$ cat config.mk
export PLATFORM = sky130hd
export DESIGN_NAME = sw_traceback
export DESIGN_NICKNAME = d
export VERILOG_FILES = /design/src/rtl/sw_traceback.sv
export SDC_FILE = /design/constraint.sdc
export NUM_CORES = 1
export LEC_CHECK = 0
export ABC_CLOCK_PERIOD_IN_PS = 4300
export CORE_ASPECT_RATIO = 0.9
export CORE_UTILIZATION = 56
export DETAILED_ROUTE_END_ITERATION = 10
export PLACE_DENSITY = 0.77
export SLEW_MARGIN = 20
export SYNTH_ARGS = -nofsm -noshare
export SYNTH_HDL_FRONTEND = slang
export SYNTH_SLANG_ARGS = --single-unit
$ cat constraint.sdc
create_clock -name clk_i -period 4.3 [get_ports clk_i]
set_clock_uncertainty 0.1 [all_clocks]
set_input_delay 0.86 -clock clk_i [delete_from_list [all_inputs] [get_ports clk_i]]
set_output_delay 0.86 -clock clk_i [all_outputs]
set_load 0.01 [all_outputs]
$ cat src/rtl/sw_traceback.sv
// rtl/sw_traceback.sv - Pointer-matrix capture and max-cell traceback walker emitting alignment ops
module sw_traceback #(
    parameter int N_COLS   = 5,
    parameter int MAX_ROWS = 16,
    parameter int ID_W     = 4,
    parameter int LEN_W    = 5
) (
    input  logic                           clk_i,
    input  logic                           rst_ni,
    input  logic [N_COLS-1:0]              ptr_valid_i,
    input  logic [N_COLS-1:0][1:0]         ptr_in_i,
    input  logic [N_COLS-1:0][ID_W-1:0]    ptr_row_i,
    input  logic                           clear_i,
    input  logic                           start_i,
    input  logic signed [15:0]             max_h_i,
    input  logic [ID_W-1:0]                max_row_i,
    input  logic [ID_W-1:0]                max_col_i,
    output logic                           busy_o,
    output logic                           op_valid_o,
    input  logic                           op_ready_i,
    output logic [1:0]                     op_o,
    output logic [ID_W-1:0]                op_row_o,
    output logic [ID_W-1:0]                op_col_o,
    output logic                           done_o,
    output logic [LEN_W-1:0]               path_len_o
);

    localparam logic [1:0] DIR_NONE = 2'd0;
    localparam logic [1:0] DIR_DIAG = 2'd1;
    localparam logic [1:0] DIR_UP   = 2'd2;
    localparam logic [1:0] DIR_LEFT = 2'd3;

    // Longest possible walk: every step lowers row+col by at least one
    localparam logic [LEN_W-1:0] LEN_MAX = LEN_W'(MAX_ROWS + N_COLS - 1);

    typedef enum logic [1:0] {S_IDLE, S_WALK, S_DONE} state_e;

    state_e          state_q, state_d;
    logic [1:0]      mem_q [MAX_ROWS][N_COLS];
    logic [1:0]      op_q;
    logic [ID_W-1:0] cur_row_q, cur_col_q;
    logic [LEN_W-1:0] len_q;

    logic            row_ok, col_ok, start_go;
    logic [1:0]      start_cell;
    logic            hs, step_r, step_c, under;
    logic [ID_W-1:0] nxt_row, nxt_col;
    logic [1:0]      nxt_cell;

    function automatic logic in_rows(input logic [ID_W-1:0] r);
        return {{(32-ID_W){1'b0}}, r} < 32'(MAX_ROWS);
    endfunction

    function automatic logic in_cols(input logic [ID_W-1:0] c);
        return {{(32-ID_W){1'b0}}, c} < 32'(N_COLS);
    endfunction

    // Start qualification and successor-cell lookup for the walk
    always_comb begin
        row_ok     = in_rows(max_row_i);
        col_ok     = in_cols(max_col_i);
        start_cell = DIR_NONE;
        if (row_ok && col_ok) begin
            start_cell = mem_q[max_row_i][max_col_i];
        end
        start_go = (max_h_i > 16'sd0) && (start_cell != DIR_NONE);

        hs      = (state_q == S_WALK) && op_ready_i;
        step_r  = (op_q == DIR_DIAG) || (op_q == DIR_UP);
        step_c  = (op_q == DIR_DIAG) || (op_q == DIR_LEFT);
        under   = (step_r && (cur_row_q == '0)) || (step_c && (cur_col_q == '0));
        nxt_row = cur_row_q - {{(ID_W-1){1'b0}}, step_r};
        nxt_col = cur_col_q - {{(ID_W-1){1'b0}}, step_c};
        nxt_cell = DIR_NONE;
        if (!under) begin
            nxt_cell = mem_q[nxt_row][nxt_col];
        end
    end

    // State register
    always_ff @(posedge clk_i or negedge rst_ni) begin
        if (!rst_ni) begin
            state_q <= S_IDLE;
        end else begin
            state_q <= state_d;
        end
    end

    // Next-state: an empty or invalid start goes straight to DONE
    always_comb begin
        state_d = state_q;
        case (state_q)
            S_IDLE: if (start_i) state_d = start_go ? S_WALK : S_DONE;
            S_WALK: if (hs && (under || (nxt_cell == DIR_NONE))) state_d = S_DONE;
            S_DONE: state_d = S_IDLE;
            default: state_d = S_IDLE;
        endcase
    end

    // Outputs decoded from the state register
    always_comb begin
        busy_o     = (state_q == S_WALK);
        op_valid_o = (state_q == S_WALK);
        done_o     = (state_q == S_DONE);
        op_o       = op_q;
        op_row_o   = cur_row_q;
        op_col_o   = cur_col_q;
        path_len_o = len_q;
    end

    // Walk datapath: latch the max cell on start, advance on each handshake
    always_ff @(posedge clk_i or negedge rst_ni) begin
        if (!rst_ni) begin
            op_q      <= DIR_NONE;
            cur_row_q <= '0;
            cur_col_q <= '0;
            len_q     <= '0;
        end else if ((state_q == S_IDLE) && start_i) begin
            op_q      <= start_cell;
            cur_row_q <= max_row_i;
            cur_col_q <= max_col_i;
            len_q     <= '0;
        end else if (hs) begin
            if (len_q < LEN_MAX) begin
                len_q <= len_q + 1'b1;
            end
            if (!under) begin
                op_q      <= nxt_cell;
                cur_row_q <= nxt_row;
                cur_col_q <= nxt_col;
            end
        end
    end

    // Pointer matrix: capture only while idle, clear wins over writes
    always_ff @(posedge clk_i or negedge rst_ni) begin
        if (!rst_ni) begin
            for (int r = 0; r < MAX_ROWS; r++) begin
                for (int c = 0; c < N_COLS; c++) begin
                    mem_q[r][c] <= DIR_NONE;
                end
            end
        end else if (state_q == S_IDLE) begin
            if (clear_i) begin
                for (int r = 0; r < MAX_ROWS; r++) begin
                    for (int c = 0; c < N_COLS; c++) begin
                        mem_q[r][c] <= DIR_NONE;
                    end
                end
            end else begin
                for (int i = 0; i < N_COLS; i++) begin
                    if (ptr_valid_i[i] && in_rows(ptr_row_i[i])) begin
                        mem_q[ptr_row_i[i]][i] <= ptr_in_i[i];
                    end
                end
            end
        end
    end

endmodule
==> flow_metrics.env, run 1 <==
export IMPL_grt_max_degree=85
export IMPL_hold_buffers=0
export IMPL_vias=9026
export IMPL_initialDrtViolationCount=1057
export IMPL_slowest_delay_ns=0.54
export IMPL_max_freq_mhz=248
export IMPL_clock_sinks=177
export IMPL_portBuffers=81
export IMPL_p_leak_nw=5.05
export IMPL_maxSlewViolCount=0
export IMPL_cts_tree="done"
export IMPL_clock_latency_ns=0.44
export IMPL_cp_top_family="compound AO/OA/AOI/OAI gates"
export IMPL_critPathCaptureType="flip-flop"
export IMPL_fp_dieH_um=132
export IMPL_crit_fanout=18
export IMPL_drtAntennaViolNets=0
export IMPL_peakVddDrop_uv=330
export IMPL_antenna_found_initial=0
export IMPL_die_w_um=147
export IMPL_async_reset_ff_share_pct=100
export IMPL_path_cells="ha_1 -> inv_1 -> ha_1 -> xor2_4 -> buf_4 -> mux4_2 -> o2111a_1 -> a2111oi_0 -> or3_1 -> o22ai_2 -> a221oi_1"
export IMPL_dp_hpwl_um=21300
export IMPL_status="finished clean"
export IMPL_critPathArrivalTime_ns=4.27
export IMPL_yosysWarningCount=0
export IMPL_syn_inst=966
export IMPL_synthToLayoutAreaGrowth_pct=15.6
export IMPL_io_pins=82
export IMPL_final_core_util_pct=66.4
export IMPL_postCtsSetupBuffers=0
export IMPL_rows=47
export IMPL_cp_start_kind="flip-flop"
export IMPL_clk_pin_slew_worst_paths_ns=0.07
export IMPL_crit_slowest_cell="mux4_2"
export IMPL_ys_flop_type="dfrtp_1"
export IMPL_m1WireLength_um=12700
export IMPL_rsz0062_at_grt="false"
export IMPL_hold_viol_final=0
export IMPL_finalPower_w=0.00631
export IMPL_maxCapViolations=0
export IMPL_avgViaCountPerCell=7.01
export IMPL_wl_met3_um=3020
export IMPL_place_congestion=0.898
export IMPL_grt_use_total_pct=31.9
export IMPL_numCtsBuffers=17
export IMPL_drc=0
export IMPL_wl_per_cell_um=23.1
export IMPL_slew_limit_headroom_pct=44.2
export IMPL_core_area_um2=18400
export IMPL_crit_top_cell="ha_1"
export IMPL_die_area_um2=19400
export IMPL_worstMarginPinSlew_ns=0.831
export IMPL_cts_root_buf="clkbuf_16"
export IMPL_setup_viol=0
export IMPL_synth_distinct_cells=61
export IMPL_grt_ovfl_total=0
export IMPL_layout_drive_gt1_share_pct=16.1
export IMPL_finalWirelength_um=29800
export IMPL_post_cts_resize_count=0
export IMPL_h_tree_depth=4
export IMPL_antenna_cells=0
export IMPL_cp_buffers_inverters=2
export IMPL_synth_seq_area_share_pct=41.9
export IMPL_first_global_vias=8552
export IMPL_dr_wl_met2_um=13300
export IMPL_critical_path_class="reg2reg"
export IMPL_synth_edf_count=0
export IMPL_p_per_area_nw_per_um2=516
export IMPL_dr_pass1_iters=6
export IMPL_ys_seq_elements=177
export IMPL_syn_nets=1037
export IMPL_top_layer="met4"
export IMPL_grt_pass1_wl_um=47800
export IMPL_syn_area_um2=10600
export IMPL_hold_class="in2async"
export IMPL_cp_required_ns=4.54
export IMPL_r2r_slack_ns=0.27
export IMPL_start_util_pct=57.4
export IMPL_cts_buffer_depth=2
export IMPL_fin_crit_sh_pct=93.7
export IMPL_syn_area_per_cell_um2=10.9
export IMPL_num_nets_final=1100
export IMPL_fin_crit_ns=4.03
export IMPL_tns_ns=0
[sequential cells by signal, summed over array words and instances, names as in the netlist]
signal,count
op_col_o,4
op_row_o,4
mem_q,160
path_len_o,5
op_o,2
state_q,2
[worst paths after layout]
check,startpoint,end,depth (start not counted)
setup reg to reg,op_o[0],state_q[1],11
min in group clk_i,mem_q[83],mem_q[83],2
hold reg to reg,mem_q[83],mem_q[83],2
setup / recovery,op_o[0],state_q[1],11
hold / removal,rst_ni,mem_q[133],1
max in group asynchronous,rst_ni,mem_q[21],2
[area by class of cell]
class,count,area (µm²)
Fill cell,1385,6190
Tap cell,245,307
Sequential cell,177,4430
Inverter,11,41.3
Multi-Input combinational cell,719,5830
Clock buffer,21,480
Timing Repair Buffer,103,987
Clock inverter,11,144
[per-layer routing]
layer / vias to the layer above / global-route usage [%]
li1: 3878 / -
met1: 4525 / 46.9
met2: 544 / 46.6
met3: 79 / 8.06
met4: 0 / 10.4
met5: - / 0
[power breakdown]
part | switching [W] | internal [W] | leakage [nW]
clock network | 0.000712 | 0.000936 | 0.309
registers | 0.000179 | 0.00180 | 2.44
logic | 0.00158 | 0.00111 | 2.30
total | 0.00247 | 0.00384 | 5.05
[per-stage QoR]
stage	instance area [µm²]	worst slack, ns	hold WS, ns	instances
2_1_floorplan	10600	0.826	0.361	966
3_3_place_gp	11600	0.437	0.399	1255
3_5_place_dp	11600	0.275	0.397	1255
4_1_cts	12200	0.261	0.357	1287
5_1_grt	12200	0.0264	0.370	1287
6_report	12200	0.269	0.329	1287
[cell families after synthesis]
kind of cell | Yosys count | synth area share [%]
AOI/OAI and AO/OA | 302 | 19.9
and+or+nand+nor | 289 | 13.1
DFF | 177 | 41.9
muxes | 112 | 20.1
buffers and inverters | 70 | 3.05
xor gates and xnor gates | 9 | 1.07
adders and majority gates | 7 | 0.829
[synth_stat cells, types with 2 or more instances]
cell type | n | area [µm²]
and2_1 | 3 | 18.8
a211oi_1 | 2 | 15.0
nand3_1 | 14 | 70.1
o21ai_0 | 135 | 676
ha_1 | 7 | 87.6
a221oi_1 | 4 | 35.0
or2_2 | 20 | 125
o211ai_1 | 2 | 15.0
a221o_1 | 4 | 40.0
dfrtp_1 | 177 | 4430
mux2i_1 | 29 | 290
nor2b_1 | 4 | 25.0
xor2_1 | 3 | 26.3
xnor2_1 | 3 | 26.3
xnor2_2 | 2 | 32.5
and3_1 | 11 | 68.8
buf_6 | 5 | 56.3
nor2_1 | 69 | 259
inv_1 | 9 | 33.8
a2111oi_0 | 3 | 26.3
nor3b_1 | 3 | 22.5
mux4_2 | 80 | 1800
a211o_1 | 2 | 17.5
a21oi_1 | 10 | 50.1
clkbuf_1 | 42 | 158
o21a_1 | 5 | 37.5
mux2_1 | 2 | 22.5
buf_4 | 3 | 22.5
nand2_1 | 80 | 300
nor4_1 | 10 | 62.6
nor3_1 | 39 | 195
o211a_1 | 3 | 30.0
o22ai_1 | 2 | 12.5
a22oi_1 | 3 | 22.5
nand4_1 | 9 | 56.3
or3_1 | 2 | 12.5
nand2b_1 | 22 | 138
a22o_1 | 112 | 981
buf_2 | 9 | 45.0
[layout by cell type, fill, tap and decap left out, types with 4 or more instances in the layout]
master / count
a21oi_1: 10
a221o_1: 4
a221oi_1: 4
a22o_1: 112
and3_1: 11
buf_4: 20
clkbuf_16: 17
clkbuf_8: 4
clkdlybuf4s50_1: 77
clkinv_4: 4
dfrtp_1: 177
ha_1: 7
inv_1: 9
mux2i_1: 29
mux4_2: 80
nand2_1: 80
nand2b_1: 22
nand3_1: 14
nand4_1: 9
nor2_1: 69
nor2b_1: 4
nor3_1: 38
nor4_1: 10
o21a_1: 5
o21ai_0: 135
or2_2: 20
No activity file was read; power rests on OpenSTA's default activity.
==> run 2: changes to the inputs <==
==> config.mk (replaced) <==
export PLATFORM = sky130hd
export DESIGN_NAME = sw_traceback
export DESIGN_NICKNAME = d
export VERILOG_FILES = /design/src/rtl/sw_traceback.sv
export SDC_FILE = /design/constraint.sdc
export NUM_CORES = 1
export LEC_CHECK = 0
export ABC_CLOCK_PERIOD_IN_PS = 5000
export CORE_ASPECT_RATIO = 0.9
export CORE_UTILIZATION = 55
export DETAILED_ROUTE_END_ITERATION = 10
export PLACE_DENSITY = 0.76
export SLEW_MARGIN = 20
export SYNTH_ARGS = -nofsm -noshare
export SYNTH_HDL_FRONTEND = slang
export SYNTH_SLANG_ARGS = --single-unit
export TNS_END_PERCENT = 1
==> constraint.sdc (replaced) <==
create_clock -name clk_i -period 5 [get_ports clk_i]
set_clock_uncertainty 0.1 [all_clocks]
set_input_delay 1 -clock clk_i [delete_from_list [all_inputs] [get_ports clk_i]]
set_output_delay 1 -clock clk_i [all_outputs]
set_load 0.01 [all_outputs]
==> flow_metrics.env, run 2 (synthesis gave the netlist of run 1 again) <==
export IMPL_status="finished clean"
export IMPL_hold_buffers=0
export IMPL_num_nets_final=1091
export IMPL_dr_pass1_iters=5
export IMPL_rsz0062_at_grt="false"
export IMPL_grt_max_degree=98
export IMPL_fin_crit_ns=3.96
export IMPL_clock_latency_ns=0.45
export IMPL_stdcell_count=1278
export IMPL_fin_crit_sh_pct=79.1
export IMPL_largest_reg_flops=160
export IMPL_finalPower_w=0.00530
export IMPL_die_w_um=148
export IMPL_max_freq_mhz=253
export IMPL_layout_common_cells="dfrtp_1, o21ai_0, a22o_1, nand2_1, mux4_2"
export IMPL_drtAntennaViolNets=0
export IMPL_startpoint="op_o[0]"
export IMPL_maxCapViolations=0
export IMPL_rows=47
export IMPL_antenna_found_initial=0
export IMPL_maxSlewViolCount=0
export IMPL_core_area_um2=18600
export IMPL_first_global_vias=8226
export IMPL_avgViaCountPerCell=6.88
export IMPL_slew_limit_headroom_pct=41.6
export IMPL_crit_fanout=28
export IMPL_die_area_um2=19800
export IMPL_cts_buffer_depth=2
export IMPL_numCtsBuffers=17
export IMPL_critPathArrivalTime_ns=4.19
export IMPL_hp_start="mem_q[134]"
export IMPL_nFillCells=1435
export IMPL_grt_ovfl_total=0
export IMPL_finalWirelength_um=28800
export IMPL_drc=0
export IMPL_layout_drive_gt1_share_pct=15.5
export IMPL_critPathCaptureType="flip-flop"
export IMPL_p_leak_nw=4.98
export IMPL_start_util_pct=56.9
export IMPL_placedCellCount=1246
export IMPL_initialDrtViolationCount=854
export IMPL_cp_start_kind="flip-flop"
export IMPL_holdWs_ns=0.425
export IMPL_hold_class="reg2reg"
export IMPL_io_pins=82
export IMPL_antenna_cells=0
export IMPL_rr_startpoint="op_o[0]"
export IMPL_dp_hpwl_um=20500
export IMPL_top_register="mem_q"
export IMPL_final_common_cell="dfrtp_1"
export IMPL_cts_root_buf="clkbuf_16"
export IMPL_wl_per_cell_um=22.5
export IMPL_hold_viol_final=0
export IMPL_worstMarginPinSlew_ns=0.877
export IMPL_cp_required_ns=5.23
export IMPL_fp_dieH_um=133
export IMPL_grt_pass1_wl_um=45900
export IMPL_postCtsSetupBuffers=0
export IMPL_critical_path_class="reg2reg"
export IMPL_peakVddDrop_uv=265
export IMPL_setup_viol=0
export IMPL_grt_use_total_pct=30.5
export IMPL_cts_tree="done"
export IMPL_p_per_area_nw_per_um2=438
export IMPL_place_congestion=0.886
export IMPL_synthToLayoutAreaGrowth_pct=14.5
export IMPL_h_tree_depth=4
export IMPL_clock_sinks=177
export IMPL_post_cts_resize_count=0
export IMPL_clk_pin_slew_worst_paths_ns=0.07
export IMPL_tns_ns=0
export IMPL_vias=8797
export IMPL_portBuffers=81
[run 2: changes by cell type in the layout (fill, tap and decap cells not counted)]
cell | previous run | this run
buf_12 | 2 | 1
buf_2 | 3 | 4
buf_4 | 20 | 12
bufinv_16 | 2 | 1
clkbuf_8 | 4 | 0
clkdlybuf4s50_1 | 77 | 76
clkinv_8 | 0 | 1
clkinvlp_4 | 0 | 1
inv_6 | 3 | 5
inv_8 | 2 | 3
[run 2: critical path, stage by stage, from the launching register on]
cell and delay (ns):
dfrtp_1 0.44, ha_1 0.33, inv_1 0.09, ha_1 0.41, xor2_4 0.30, buf_4 0.45
mux4_2 0.57, mux4_2 0.48, nand2_1 0.09, o41a_1 0.20, o22ai_2 0.10, a221oi_1 0.28
[run 2: worst paths after layout]
path                       slack [ns]    endpoint  cells past startpoint
max in group asynchronous        3.37  mem_q[103]                      2
max                              1.05  state_q[1]                     11
min                              0.43  mem_q[134]                      1
min in group asynchronous        0.46  mem_q[131]                      1
max reg2reg                      1.05  state_q[1]                     11
min reg2reg                      0.43  mem_q[134]                      1
[run 2: metrics by stage]
stage	util, %	area [µm²]	worst slack (ns)
final	65.1	12100	1.05
after global routing	65.1	12100	0.828
after CTS	65.1	12100	1.10
after detailed placement	61.9	11500	0.971
after global placement	61.9	11500	1.03
after floorplan	-	10600	1.49
[run 2: area by class of cell]
cell class | instances | area, µm² | share of cell area [%]
clock buffer | 17 | 425 | 3.52
clock inverter | 15 | 166 | 1.38
inverter | 11 | 41.3 | 0.341
multi-input combinational | 719 | 5830 | 48.2
sequential | 177 | 4430 | 36.6
tap | 245 | 307 | 2.53
timing repair buffer | 94 | 902 | 7.45
[run 2: report_power, final]
part | internal (W) | switching, W
logic | 0.000919 | 0.00133
clock network | 0.000711 | 0.000640
registers | 0.00154 | 0.000155
[run 2: layer usage]
metal  vias up  global-route usage [%]  wire (µm)
met5         -                       0          0
met4         0                    10.3        695
met3        54                    6.99       2600
met2       465                    43.0      12600
met1      4404                    46.4      12900
li1       3874                       -          -
